==> config.mk <==
export PLATFORM = sky130hd
export DESIGN_NAME = result_display_scan_flat
export DESIGN_NICKNAME = d
export VERILOG_FILES = /design/src/rtl/disp_pkg.sv /design/src/rtl/result_display_scan_if.sv /design/src/rtl/hex_to_seg.sv /design/src/rtl/result_display_scan.sv /design/src/flat_wrapper.sv
export SDC_FILE = /design/constraint.sdc
export NUM_CORES = 1
export LEC_CHECK = 0
export ABC_CLOCK_PERIOD_IN_PS = 4400
export BUFFER_PORTS_ARGS = -buffer_cell sky130_fd_sc_hd__buf_2
export CORE_UTILIZATION = 53
export DETAILED_ROUTE_END_ITERATION = 8
export PLACE_DENSITY_LB_ADDON = 0.3
export SETUP_SLACK_MARGIN = 0.2
export SYNTH_ARGS = -nofsm -noshare
export SYNTH_HDL_FRONTEND = slang
export SYNTH_SLANG_ARGS = --single-unit
==> constraint.sdc <==
create_clock -name clk -period 4.4 [get_ports clk]
set_clock_uncertainty 0.1 [all_clocks]
set_input_delay 0.22 -clock clk [delete_from_list [all_inputs] [get_ports clk]]
set_output_delay 0.22 -clock clk [all_outputs]
set_load 0.05 [all_outputs]
==> src/rtl/disp_pkg.sv <==
// Shared constants for the scanned result display: state encoding, glyphs and
// the active-low {g,f,e,d,c,b,a} hex decode table.
package disp_pkg;

    localparam logic [1:0] ST_IDLE = 2'd0;
    localparam logic [1:0] ST_SHOW = 2'd1;
    localparam logic [1:0] ST_ERR  = 2'd2;
    localparam logic [1:0] ST_DZ   = 2'd3;

    localparam logic [6:0] SEG_BLANK = 7'h7F;
    localparam logic [6:0] SEG_E     = 7'h06;
    localparam logic [6:0] SEG_R     = 7'h2F;
    localparam logic [6:0] SEG_D     = 7'h21;
    localparam logic [6:0] SEG_I     = 7'h79;
    localparam logic [6:0] SEG_V     = 7'h63;

    // Entry 0 is the rightmost element: index = nibble value.
    localparam logic [15:0][6:0] HEX_TABLE = {
        7'h0E, 7'h06, 7'h21, 7'h46, 7'h03, 7'h08, 7'h10, 7'h00,
        7'h78, 7'h02, 7'h12, 7'h19, 7'h30, 7'h24, 7'h79, 7'h40
    };

endpackage

==> src/rtl/result_display_scan_if.sv <==
// ALU-result / display bundle between the ALU side (master) and the scanned
// display driver (slave).
interface result_display_scan_if;

    logic        result_valid;
    logic [31:0] result;
    logic        exception;
    logic        zeroDiv;
    logic [6:0]  seg;
    logic [7:0]  an;
    logic [1:0]  disp_state;

    modport master (
        output result_valid, result, exception, zeroDiv,
        input  seg, an, disp_state
    );

    modport slave (
        input  result_valid, result, exception, zeroDiv,
        output seg, an, disp_state
    );

endinterface

==> src/rtl/hex_to_seg.sv <==
// Combinational nibble to active-low seven-segment decode.
module hex_to_seg
    import disp_pkg::*;
(
    input  logic [3:0] i_nibble,
    output logic [6:0] o_seg
);

    assign o_seg = HEX_TABLE[i_nibble];

endmodule

==> src/rtl/result_display_scan.sv <==
// Captures ALU results/flags and scans them onto an 8-digit active-low
// seven-segment display. Optional build macro: LEADING_ZERO_BLANK_EN.
module result_display_scan
    import disp_pkg::*;
#(
    parameter int REFRESH_DIV = 50000,
    parameter int DIGITS      = 8
) (
    input  logic                 clk,
    input  logic                 reset,
    result_display_scan_if.slave disp
);

    localparam int CNT_W = $clog2(REFRESH_DIV);

    if (DIGITS != 8) begin : g_digits_check
        $error("result_display_scan: DIGITS must be 8");
    end
    if (REFRESH_DIV < 2) begin : g_div_check
        $error("result_display_scan: REFRESH_DIV must be >= 2");
    end

    logic [31:0]      r_held;
    logic [1:0]       r_state;
    logic [2:0]       r_idx;
    logic [CNT_W-1:0] r_div_cnt;
    logic [6:0]       r_seg_p1;
    logic [7:0]       r_an_p1;

    logic             w_tc;
    logic [3:0]       w_nibble;
    logic [6:0]       w_hex_seg;
    logic [6:0]       w_seg_next;
    logic [7:0]       w_an_next;

    assign w_tc = (r_div_cnt == CNT_W'(REFRESH_DIV - 1));

    // Refresh divider and digit index run in every state; captures never touch them.
    always_ff @(posedge clk or posedge reset) begin
        if (reset) begin
            r_div_cnt <= '0;
            r_idx     <= '0;
        end else if (w_tc) begin
            r_div_cnt <= '0;
            r_idx     <= r_idx + 3'd1;
        end else begin
            r_div_cnt <= r_div_cnt + CNT_W'(1);
        end
    end

    always_ff @(posedge clk or posedge reset) begin
        if (reset) begin
            r_held  <= '0;
            r_state <= ST_IDLE;
        end else if (disp.result_valid) begin
            r_held  <= disp.result;
            r_state <= disp.zeroDiv   ? ST_DZ  :
                       disp.exception ? ST_ERR : ST_SHOW;
        end
    end

    assign w_nibble = r_held[{r_idx, 2'b00} +: 4];

    hex_to_seg u_hex_to_seg (
        .i_nibble (w_nibble),
        .o_seg    (w_hex_seg)
    );

`ifdef LEADING_ZERO_BLANK_EN
    logic [7:0] w_upper_zero;
    always_comb begin
        w_upper_zero = '0;
        for (int k = 0; k < 8; k++) begin
            w_upper_zero[k] = ((r_held >> (4 * k)) == 32'd0);
        end
    end
`endif

    always_comb begin
        w_an_next  = ~(8'h01 << r_idx);
        w_seg_next = SEG_BLANK;
        case (r_state)
            ST_SHOW: begin
                w_seg_next = w_hex_seg;
`ifdef LEADING_ZERO_BLANK_EN
                if (r_idx != 3'd0 && w_upper_zero[r_idx]) begin
                    w_seg_next = SEG_BLANK;
                end
`endif
            end
            ST_ERR: begin
                case (r_idx)
                    3'd2:    w_seg_next = SEG_E;
                    3'd1:    w_seg_next = SEG_R;
                    3'd0:    w_seg_next = SEG_R;
                    default: w_seg_next = SEG_BLANK;
                endcase
            end
            ST_DZ: begin
                case (r_idx)
                    3'd3:    w_seg_next = SEG_D;
                    3'd2:    w_seg_next = SEG_I;
                    3'd1:    w_seg_next = SEG_V;
                    3'd0:    w_seg_next = HEX_TABLE[0];
                    default: w_seg_next = SEG_BLANK;
                endcase
            end
            default: begin
                w_an_next  = 8'hFF;
                w_seg_next = SEG_BLANK;
            end
        endcase
    end

    // Output stage: one cycle behind idx/state.
    always_ff @(posedge clk or posedge reset) begin
        if (reset) begin
            r_seg_p1 <= SEG_BLANK;
            r_an_p1  <= 8'hFF;
        end else begin
            r_seg_p1 <= w_seg_next;
            r_an_p1  <= w_an_next;
        end
    end

    assign disp.seg        = r_seg_p1;
    assign disp.an         = r_an_p1;
    assign disp.disp_state = r_state;

endmodule
==> src/flat_wrapper.sv <==
// flat-port wrapper written by rule: the top's interface ports become plain ports
module result_display_scan_flat import disp_pkg::*;
#(
    parameter int REFRESH_DIV = 50000,
    parameter int DIGITS      = 8
)
  (clk, reset, disp_result_valid, disp_result, disp_exception, disp_zeroDiv, disp_seg, disp_an, disp_disp_state);
  result_display_scan_if disp_i ();
  input  logic clk;
  input  logic reset;
  input wire logic [$bits(disp_i.result_valid)-1:0] disp_result_valid;
  input wire logic [$bits(disp_i.result)-1:0] disp_result;
  input wire logic [$bits(disp_i.exception)-1:0] disp_exception;
  input wire logic [$bits(disp_i.zeroDiv)-1:0] disp_zeroDiv;
  output wire logic [$bits(disp_i.seg)-1:0] disp_seg;
  output wire logic [$bits(disp_i.an)-1:0] disp_an;
  output wire logic [$bits(disp_i.disp_state)-1:0] disp_disp_state;
  assign disp_i.result_valid = disp_result_valid;
  assign disp_i.result = disp_result;
  assign disp_i.exception = disp_exception;
  assign disp_i.zeroDiv = disp_zeroDiv;
  assign disp_seg = disp_i.seg;
  assign disp_an = disp_i.an;
  assign disp_disp_state = disp_i.disp_state;
  result_display_scan #(.REFRESH_DIV(REFRESH_DIV), .DIGITS(DIGITS)) u_core (.clk(clk), .reset(reset), .disp(disp_i));
endmodule
==> impl_metrics.env, run 1 <==
export IMPL_status="complete, no violations"
export IMPL_wirelength_mm=6.10
export IMPL_rr_startpoint="u_core.r_idx[0]"
export IMPL_synth_flop_cell="dfrtp_1"
export IMPL_synth_area_leader_cell="dfrtp_1"
export IMPL_setup_viol=0
export IMPL_via_per_inst=5.35
export IMPL_power_leakage_nw=1.83
export IMPL_dr_pass1_iters=4
export IMPL_stdcell_count=419
export IMPL_clock_root_buffer="clkbuf_8"
export IMPL_max_freq_mhz=341
export IMPL_synthMostInstantiatedCell="dfrtp_1"
export IMPL_maxSlewHeadroom_pct=42.2
export IMPL_tritoncts="built"
export IMPL_max_vdd_ir_drop_mv=0.358
export IMPL_maxCapViolCount=0
export IMPL_syn_area_sq_um=3350
export IMPL_yosysTopAreaCellShare_pct=39.5
export IMPL_grt_pass1_wl_mm=10.3
export IMPL_drtIter0Drc=88
export IMPL_cp_data_arrival_time_ns=3.10
export IMPL_synthTopCellsByCount="dfrtp_1, mux2_2, nor2_1"
export IMPL_n_antenna_cell=0
export IMPL_gp_congestion=0.872
export IMPL_fin_nets=390
export IMPL_muxShareOfSynthArea_pct=21.0
export IMPL_synth_compound_area_share_pct=5.11
export IMPL_hp_class="primary input to async pin"
export IMPL_clock_sinks=68
export IMPL_io_pins=54
export IMPL_cts_made_buffers=9
export IMPL_cp_start_kind="flip-flop"
export IMPL_finalCritPeriodShare_pct=66.6
export IMPL_grt_overflow=0
export IMPL_antenna_found_initial=0
export IMPL_core_sq_um=6030
export IMPL_syn_to_final_growth_pct=21.8
export IMPL_dp_cells=385
export IMPL_path_clk_slew_ns=0.07
export IMPL_wl_per_cell_um=14.5
export IMPL_cp_required_ns=4.57
export IMPL_synth_seq_cells=68
export IMPL_hpwl_mm=4.06
export IMPL_finalHoldViolCount=0
export IMPL_htree_levels=3
export IMPL_detail_route_antenna_nets=0
export IMPL_worst_pin_slew_ns=0.863
export IMPL_synth_top_family_by_area="multiplexers"
export IMPL_end_kind="flip-flop"
export IMPL_synth_cells=267
export IMPL_io_buffers=53
export IMPL_final_layout_size_suffix_gt1_share_pct=38.1
export IMPL_powerDensity_nw_per_um2=378
export IMPL_seq_area_frac_synth_pct=51.3
export IMPL_synth_xor_area_share_pct=4.40
export IMPL_min_period_ns=2.93
export IMPL_synth_edf_count=0
export IMPL_synth_area_top_cells="dfrtp_1, dfstp_2, mux2_2"
export IMPL_gr_usage_all_layers_pct=21.2
export IMPL_synth_distinct_cells=46
export IMPL_yosys_area_share_simple_pct=9.66
export IMPL_worst_path_max_fanout=11
export IMPL_start_util_pct=55.7
export IMPL_ys_warnings_count=0
export IMPL_syn_avg_cell_area_sq_um=12.6
export IMPL_drc=0
export IMPL_rows=28
export IMPL_crit_type="flip-flop to flip-flop"
export IMPL_drv_slew=0
export IMPL_grt_max_degree=69
export IMPL_grt_pass1_vias=2284
export IMPL_async_flop_share_pct=100
export IMPL_clkLatencyLatePin_ns=0.34
export IMPL_synth_net_count=318
export IMPL_rsz0062_at_grt="false"
export IMPL_reg2reg_to="u_core.disp.seg[3]"
export IMPL_die_area_sq_um=6650
export IMPL_r2r_cells=7
export IMPL_synth_fa_ha_area_share_pct=5.22
export IMPL_cts_repair_resize_count=0
export IMPL_clock_path_buffers=2
export IMPL_num_vias=2241
export IMPL_die_h_um=81.6
export IMPL_r2r_slack_ns=1.47
export IMPL_setup_tns_ns=0
export IMPL_dieWidth_um=81.6
-- how the worst max path moves through the flow --
stage	depth (start not counted)	slack (ns)	startpoint	endpoint
2_1_floorplan	8	1.93	u_core.r_idx[0]	u_core.disp.seg[3]
3_3_place_gp	7	1.58	u_core.r_idx[0]	u_core.disp.seg[3]
3_5_place_dp	7	1.51	u_core.r_idx[0]	u_core.disp.seg[3]
4_1_cts	7	1.49	u_core.r_idx[0]	u_core.disp.seg[3]
5_1_grt	8	1.26	u_core.r_idx[0]	u_core.disp.seg[6]
6_report	7	1.47	u_core.r_idx[0]	u_core.disp.seg[3]
-- per-layer routing --
layer  wire [um]  track usage, %  share of wire [%]  vias up
met5           0               0                  0        -
met4         106            8.93                1.7        0
met3         261            6.11                4.3       13
met2        2890            33.9                 47       58
met1        2830            27.0                 46     1086
li1            -               -                  -     1084
-- where the power goes --
group	total [W]	leakage [nW]	switching, W	internal (W)
Combinational	0.000219	0.898	0.000125	0.0000943
Sequential	0.000696	0.806	0.0000216	0.000674
Clock	0.000628	0.122	0.000236	0.000392
-- critical path, cell delays in order (launching register included) --
cell and delay [ns]:
dfrtp_1 0.69, mux4_1 0.61, mux2i_1 0.44, inv_1 0.17, ha_1 0.28, mux2_1 0.32, mux2i_1 0.15, o22ai_1 0.10
-- layout make-up --
class                   instances  area, sq um
clock inverters                 6          111
repair buffers                 72          453
fillers                       451         1940
flip-flops and latches         68         1720
clock buffers                  10          138
inverters                      13         48.8
well taps                      75         93.8
multi-input cells             175         1520
-- per-stage QoR --
| step | power [W] | utilization [%] | hold WS (ns) | area, sq um | setup WS, ns |
|---|---|---|---|---|---|
| final | 0.00154 | 67.8 | 0.00777 | 4090 | 1.47 |
| after global routing | 0.00161 | 67.8 | 0.000851 | 4090 | 1.26 |
| after CTS | 0.00156 | 67.8 | 0.00159 | 4090 | 1.49 |
| after detailed placement | 0.000915 | 60.7 | 0.357 | 3660 | 1.51 |
| after global placement | 0.000909 | 60.7 | 0.351 | 3660 | 1.58 |
| after floorplan | 0.000865 | - | 0.259 | 3350 | 1.93 |
-- timing repair --
item,in CTS,in global routing
hold endpoints to repair,18,0
buffers inserted,0,0
hold buffers,18,0
-- flip-flops by register name (all words and copies together) (netlist names) --
register and count:
u_core.disp.an 8, u_core.disp.disp_state 2, u_core.disp.seg 7, u_core.r_div_cnt 16, u_core.r_held 32, u_core.r_idx 3
-- cells in the final DEF (no fill, tap or decap), types with 3 or more instances in the layout --
| master | instances |
|---|---|
| mux2_2 | 33 |
| nor2_1 | 18 |
| bufinv_16 | 3 |
| dfrtp_1 | 53 |
| nand3_1 | 7 |
| a21oi_1 | 9 |
| xnor2_1 | 8 |
| xor2_1 | 7 |
| ha_1 | 14 |
| buf_2 | 53 |
| mux4_2 | 4 |
| nand4_1 | 3 |
| nand2_1 | 16 |
| mux2i_1 | 8 |
| dlygate4sd3_1 | 18 |
| o21ai_0 | 8 |
| a31oi_1 | 3 |
| inv_1 | 11 |
| dfstp_2 | 15 |
| nand2b_1 | 4 |
| clkbuf_8 | 10 |
| mux4_1 | 4 |
-- logic make-up (layout without fill, tap and decap cells) --
group           after synthesis  after routing
buf+inv                      24            101
fa+ha+maj                    14             14
xor+xnor                     16             16
compound gates               28             28
mux                          52             52
simple gates                 65             65
flops                        68             68
No activity file was read; power rests on OpenSTA's default activity.
==> inputs of run 2 (changes only) <==
- ABC_CLOCK_PERIOD_IN_PS: 4400 -> 2300
- CORE_UTILIZATION: 53 -> 51
- clock period: 4.4 -> 2.3 ns (I/O delays scaled with it)
==> run 2 against run 1 <==
Wire length rose by 20%; sequential power rose by 93%; clock power up 64%; largest cell class unchanged; highest routed layer unchanged.
==> impl_metrics.env, run 2 (same netlist as run 1, synthesis figures left out) <==
export IMPL_status="complete, no violations"
export IMPL_rr_startpoint="u_core.r_idx[0]"
export IMPL_cts_made_buffers=9
export IMPL_cp_required_ns=2.47
export IMPL_gp_congestion=0.922
export IMPL_hpwl_mm=4.56
export IMPL_setup_viol=0
export IMPL_dr_pass1_iters=4
export IMPL_die_area_sq_um=6910
export IMPL_htree_levels=3
export IMPL_power_leakage_nw=1.97
export IMPL_end_kind="flip-flop"
export IMPL_mostFrequentLayoutCells="buf_2, dfrtp_1, dlygate4sd3_1"
export IMPL_max_freq_mhz=439
export IMPL_r2r_cells=8
export IMPL_reg2reg_to="u_core.disp.seg[4]"
export IMPL_largest_register_ff_count=32
export IMPL_die_h_um=83.1
export IMPL_setup_tns_ns=0
export IMPL_tritoncts="built"
export IMPL_r2r_slack_ns=0.02
export IMPL_powerDensity_nw_per_um2=648
export IMPL_max_vdd_ir_drop_mv=0.539
export IMPL_path_clk_slew_ns=0.07
export IMPL_detail_route_antenna_nets=0
export IMPL_n_antenna_cell=0
export IMPL_dieWidth_um=83.1
export IMPL_drc=0
export IMPL_final_layout_size_suffix_gt1_share_pct=44.4
export IMPL_wl_per_cell_um=16.1
export IMPL_syn_to_final_growth_pct=34.6
export IMPL_core_sq_um=6350
export IMPL_finalCritPeriodShare_pct=99.0
export IMPL_drtIter0Drc=93
export IMPL_gr_usage_all_layers_pct=22.8
export IMPL_multiInputGateArea_sq_um=1630
export IMPL_cp_start_kind="flip-flop"
export IMPL_antenna_found_initial=0
export IMPL_grt_overflow=0
export IMPL_final_common_cell="buf_2"
export IMPL_clock_path_buffers=2
export IMPL_place_ws_ns=-0.0160
export IMPL_rows=29
export IMPL_grt_pass1_wl_mm=12.1
export IMPL_via_per_inst=5.28
export IMPL_fillerInstances=445
export IMPL_maxCapViolCount=0
export IMPL_drv_slew=0
export IMPL_hp_class="primary input to async pin"
export IMPL_cp_data_arrival_time_ns=2.44
export IMPL_min_period_ns=2.28
export IMPL_io_pins=54
export IMPL_top_register="u_core.r_held"
export IMPL_grt_max_degree=45
export IMPL_worst_path_max_fanout=5
export IMPL_clock_root_buffer="clkbuf_8"
export IMPL_crit_type="flip-flop to flip-flop"
export IMPL_start_util_pct=52.8
export IMPL_fin_nets=424
export IMPL_rsz0062_at_grt="true"
export IMPL_io_buffers=53
export IMPL_clock_sinks=68
export IMPL_regArea_sq_um=1720
export IMPL_worst_pin_slew_ns=0.754
export IMPL_wirelength_mm=7.31
export IMPL_setup_ws_ns=0.0224
export IMPL_finalHoldViolCount=0
export IMPL_maxSlewHeadroom_pct=49.7
export IMPL_grt_pass1_vias=2560
export IMPL_clkLatencyLatePin_ns=0.34
export IMPL_num_vias=2403
## run 2: cell count changes in the layout (fill, tap and decap cells not counted), sizes merged
cell	change
clkinvlp	-1
dlygate4sd3	+18
buf	+16
bufinv	-2
clkbuf	+3
## run 2: cell type report
type                       count  area share (%)
clock buffer                  13            3.74
clock inverter                 3           0.970
inverter                      13            1.30
multi-input combinational    175            36.2
sequential                    68            38.1
tap                           77            2.13
timing repair buffer         106            17.5
## run 2: worst max-delay path by stage
stage                     from                  to  slack, ns  cells past startpoint
3_5_place_dp   u_core.r_idx[0]  u_core.disp.seg[6]      -0.02                      9
6_report       u_core.r_idx[0]  u_core.disp.seg[4]       0.02                      8
4_1_cts        u_core.r_idx[0]  u_core.disp.seg[3]        0.1                      9
3_3_place_gp   u_core.r_idx[0]  u_core.disp.seg[6]       0.09                      9
2_1_floorplan  u_core.r_idx[0]  u_core.disp.seg[3]       0.10                      8
5_1_grt        u_core.r_idx[0]  u_core.disp.seg[4]      -0.09                      8
## run 2: layer usage
layer / GRT usage [%] / vias up / routed length [um]
met2: 40.2 / 73 / 3830
met5: 0 / - / 0
met4: 10.7 / 0 / 127
li1: - / 1151 / -
met1: 26.4 / 1167 / 3060
met3: 4.87 / 12 / 298
## run 2: power by group
group	internal, W	switching [W]	leakage, nW
sequential	0.00129	0.0000476	0.804
combinational	0.000267	0.000293	1.06
clock	0.000590	0.000438	0.110
total	0.00215	0.000779	1.97
## run 2: stage by stage
stage	util [%]	cell area [sq um]	total power, W	hold slack [ns]	instances
2_1_floorplan	-	3390	0.00167	0.154	267
3_3_place_gp	59.3	3770	0.00178	0.0873	395
3_5_place_dp	59.3	3770	0.00179	0.0960	395
4_1_cts	70.0	4450	0.00289	0.270	454
5_1_grt	71.1	4510	0.00305	0.290	455
6_report	71.1	4510	0.00293	0.255	455
## run 2: repair_timing
action	4_1_cts	5_1_grt
setup buffers	7	1
endpoints found under the hold margin	58	0
resized for setup	9	14
hold buffers	36	0
pin swaps	3	6
setup endpoints to repair	7	7
## run 2: worst max-delay path, cell delays in order, from the launching register on
cell and delay (ns):
dfrtp_1 0.37, buf_6 0.13, mux4_2 0.48, mux2_4 0.33, buf_4 0.16, ha_1 0.17, mux2i_1 0.19, nand2_1 0.11
a22oi_2 0.15
==> inputs of run 3 (changes only) <==
- BUFFER_PORTS_ARGS: -buffer_cell sky130_fd_sc_hd__buf_2 -> -buffer_cell sky130_fd_sc_hd__buf_4
- CTS_CLUSTER_DIAMETER: unset -> 50
==> run 3 against run 2 <==
Die area unchanged; critical path depth unchanged; setup slack improved by 0.042 ns; largest power group unchanged; wire length increased by 2.1%; sequential power about the same; cell count increased by 0.66%; hold slack got worse by 0.096 ns; non-clock buffer count increased by 3; sequential cell count unchanged; core utilization increased by 1.9 points; combinational power increased by 1%; critical endpoint is now u_core.disp.seg[1].
==> impl_metrics.env, run 3 (same netlist as run 1, synthesis figures left out) <==
export IMPL_gp_congestion=0.837
export IMPL_dieWidth_um=83.1
export IMPL_cp_data_arrival_time_ns=2.39
export IMPL_rows=29
export IMPL_grt_overflow=0
export IMPL_tritoncts="built"
export IMPL_io_buffers=53
export IMPL_clock_path_buffers=2
export IMPL_finalHoldViolCount=0
export IMPL_end_kind="flip-flop"
export IMPL_maxCapViolCount=0
export IMPL_r2r_slack_ns=0.06
export IMPL_place_ws_ns=-0.0331
export IMPL_die_h_um=83.1
export IMPL_hold_end="u_core.disp.disp_state[0]"
export IMPL_clock_sinks=68
export IMPL_gr_usage_all_layers_pct=23.4
export IMPL_wl_per_cell_um=16.3
export IMPL_powerDensity_nw_per_um2=658
export IMPL_final_layout_size_suffix_gt1_share_pct=43.6
export IMPL_p_total_w=0.00305
export IMPL_hold_path_startpoint="disp_result_valid"
export IMPL_num_vias=2457
export IMPL_min_period_ns=2.24
export IMPL_crit_family="multiplexers"
export IMPL_die_area_sq_um=6910
export IMPL_path_clk_slew_ns=0.07
export IMPL_rr_startpoint="u_core.r_idx[0]"
export IMPL_crit_buf_inv=2
export IMPL_utilization_pct=73.0
export IMPL_power_leakage_nw=2.04
export IMPL_grt_max_degree=44
export IMPL_n_antenna_cell=0
export IMPL_hold_path_cell_count=2
export IMPL_cpPeakStageDelay_ns=0.53
export IMPL_cp_start_kind="flip-flop"
export IMPL_finalCritPeriodShare_pct=97.2
export IMPL_setup_tns_ns=0
export IMPL_top_register="u_core.r_held"
export IMPL_clkLatencyLatePin_ns=0.34
export IMPL_drtIter0Drc=97
export IMPL_r2r_cells=8
export IMPL_antenna_found_initial=0
export IMPL_rsz0062_at_grt="true"
export IMPL_hold_slack_ns=0.160
export IMPL_syn_to_final_growth_pct=38.2
export IMPL_maxSlewHeadroom_pct=62.1
export IMPL_dr_pass1_iters=4
export IMPL_start_util_pct=52.8
export IMPL_io_pins=54
export IMPL_critPathSlowestCell="mux4_2"
export IMPL_hpwl_mm=4.74
export IMPL_drv_slew=0
export IMPL_path_cells="mux4_2 -> mux2_4 -> inv_4 -> buf_6 -> ha_4 -> mux2i_4 -> a221oi_2 -> a21oi_1"
export IMPL_wirelength_mm=7.47
export IMPL_hp_class="primary input to flip-flop"
export IMPL_max_freq_mhz=447
export IMPL_crit_type="flip-flop to flip-flop"
export IMPL_via_per_inst=5.36
export IMPL_status="complete, no violations"
export IMPL_cp_required_ns=2.45
export IMPL_grt_pass1_wl_mm=12.5
export IMPL_core_sq_um=6350
export IMPL_fillerInstances=417
export IMPL_worst_pin_slew_ns=0.568
export IMPL_htree_levels=3
export IMPL_drc=0
export IMPL_largest_register_ff_count=32
export IMPL_reg2reg_to="u_core.disp.seg[1]"
export IMPL_clock_root_buffer="clkbuf_8"
export IMPL_max_vdd_ir_drop_mv=0.458
export IMPL_fin_nets=427
export IMPL_setup_ws_ns=0.0643
export IMPL_mostFrequentLayoutCells="buf_4, dfrtp_1, dlygate4sd3_1"
export IMPL_startpoint="u_core.r_idx[0]"
export IMPL_worst_path_max_fanout=7
export IMPL_grt_pass1_vias=2565
export IMPL_final_common_cell="buf_4"
export IMPL_setup_viol=0
export IMPL_detail_route_antenna_nets=0
export IMPL_cts_made_buffers=9
[run 3: worst max-delay path by stage]
stage               cells past startpoint            endpoint  slack, ns
floorplan                               8  u_core.disp.seg[3]       0.10
global placement                        8  u_core.disp.seg[6]       0.02
detailed placement                      7  u_core.disp.seg[1]      -0.03
CTS                                     6  u_core.disp.seg[2]       0.07
global route                            7  u_core.disp.seg[3]      -0.02
finish                                  8  u_core.disp.seg[1]       0.06
[run 3: timing repair]
item | 4_1_cts | 5_1_grt
endpoints found under the setup margin | 7 | 7
endpoints found under the hold margin | 59 | 0
setup buffers | 3 | 4
gates resized for setup | 2 | 7
pin swaps | 0 | 2
hold buffers | 36 | 0
[run 3: where the power goes]
| part | internal (W) | total [W] | switching [W] |
|---|---|---|---|
| Sequential | 0.00129 | 0.00134 | 0.0000516 |
| Combinational | 0.000287 | 0.000566 | 0.000280 |
| Clock | 0.000700 | 0.00114 | 0.000441 |
[run 3: per-layer routing]
layer	share of wire (%)	GRT usage, %	up-vias
li1	-	-	1159
met1	40	28.4	1205
met2	53	41.3	78
met3	4.1	4.27	15
met4	2.1	9.40	0
met5	0	0	-
[run 3: worst register-to-register path, delay by kind of cell (launching register included)]
| kind | cells | cell delay [ns] |
|---|---|---|
| flip-flops | 1 | 0.47 |
| AO/OA/AOI/OAI | 2 | 0.33 |
| buffers and inverters | 2 | 0.17 |
| multiplexers | 3 | 0.92 |
| adder cells (fa/ha/maj) | 1 | 0.14 |
[run 3: cell type report]
class / count / area, sq um / share of cell area (%)
well taps: 77 / 96.3 / 2.08
inverters: 13 / 53.8 / 1.16
multi-input cells: 175 / 1590 / 34.3
flip-flops and latches: 68 / 1720 / 37.1
repair buffers: 109 / 937 / 20.2
clock buffers: 13 / 169 / 3.64
clock inverters: 3 / 67.6 / 1.46
[run 3: per-stage QoR]
step / std cells / cell area [sq um]
2_1_floorplan: 267 / 3390
3_3_place_gp: 399 / 3940
3_5_place_dp: 399 / 3940
4_1_cts: 454 / 4570
5_1_grt: 458 / 4640
6_report: 458 / 4640
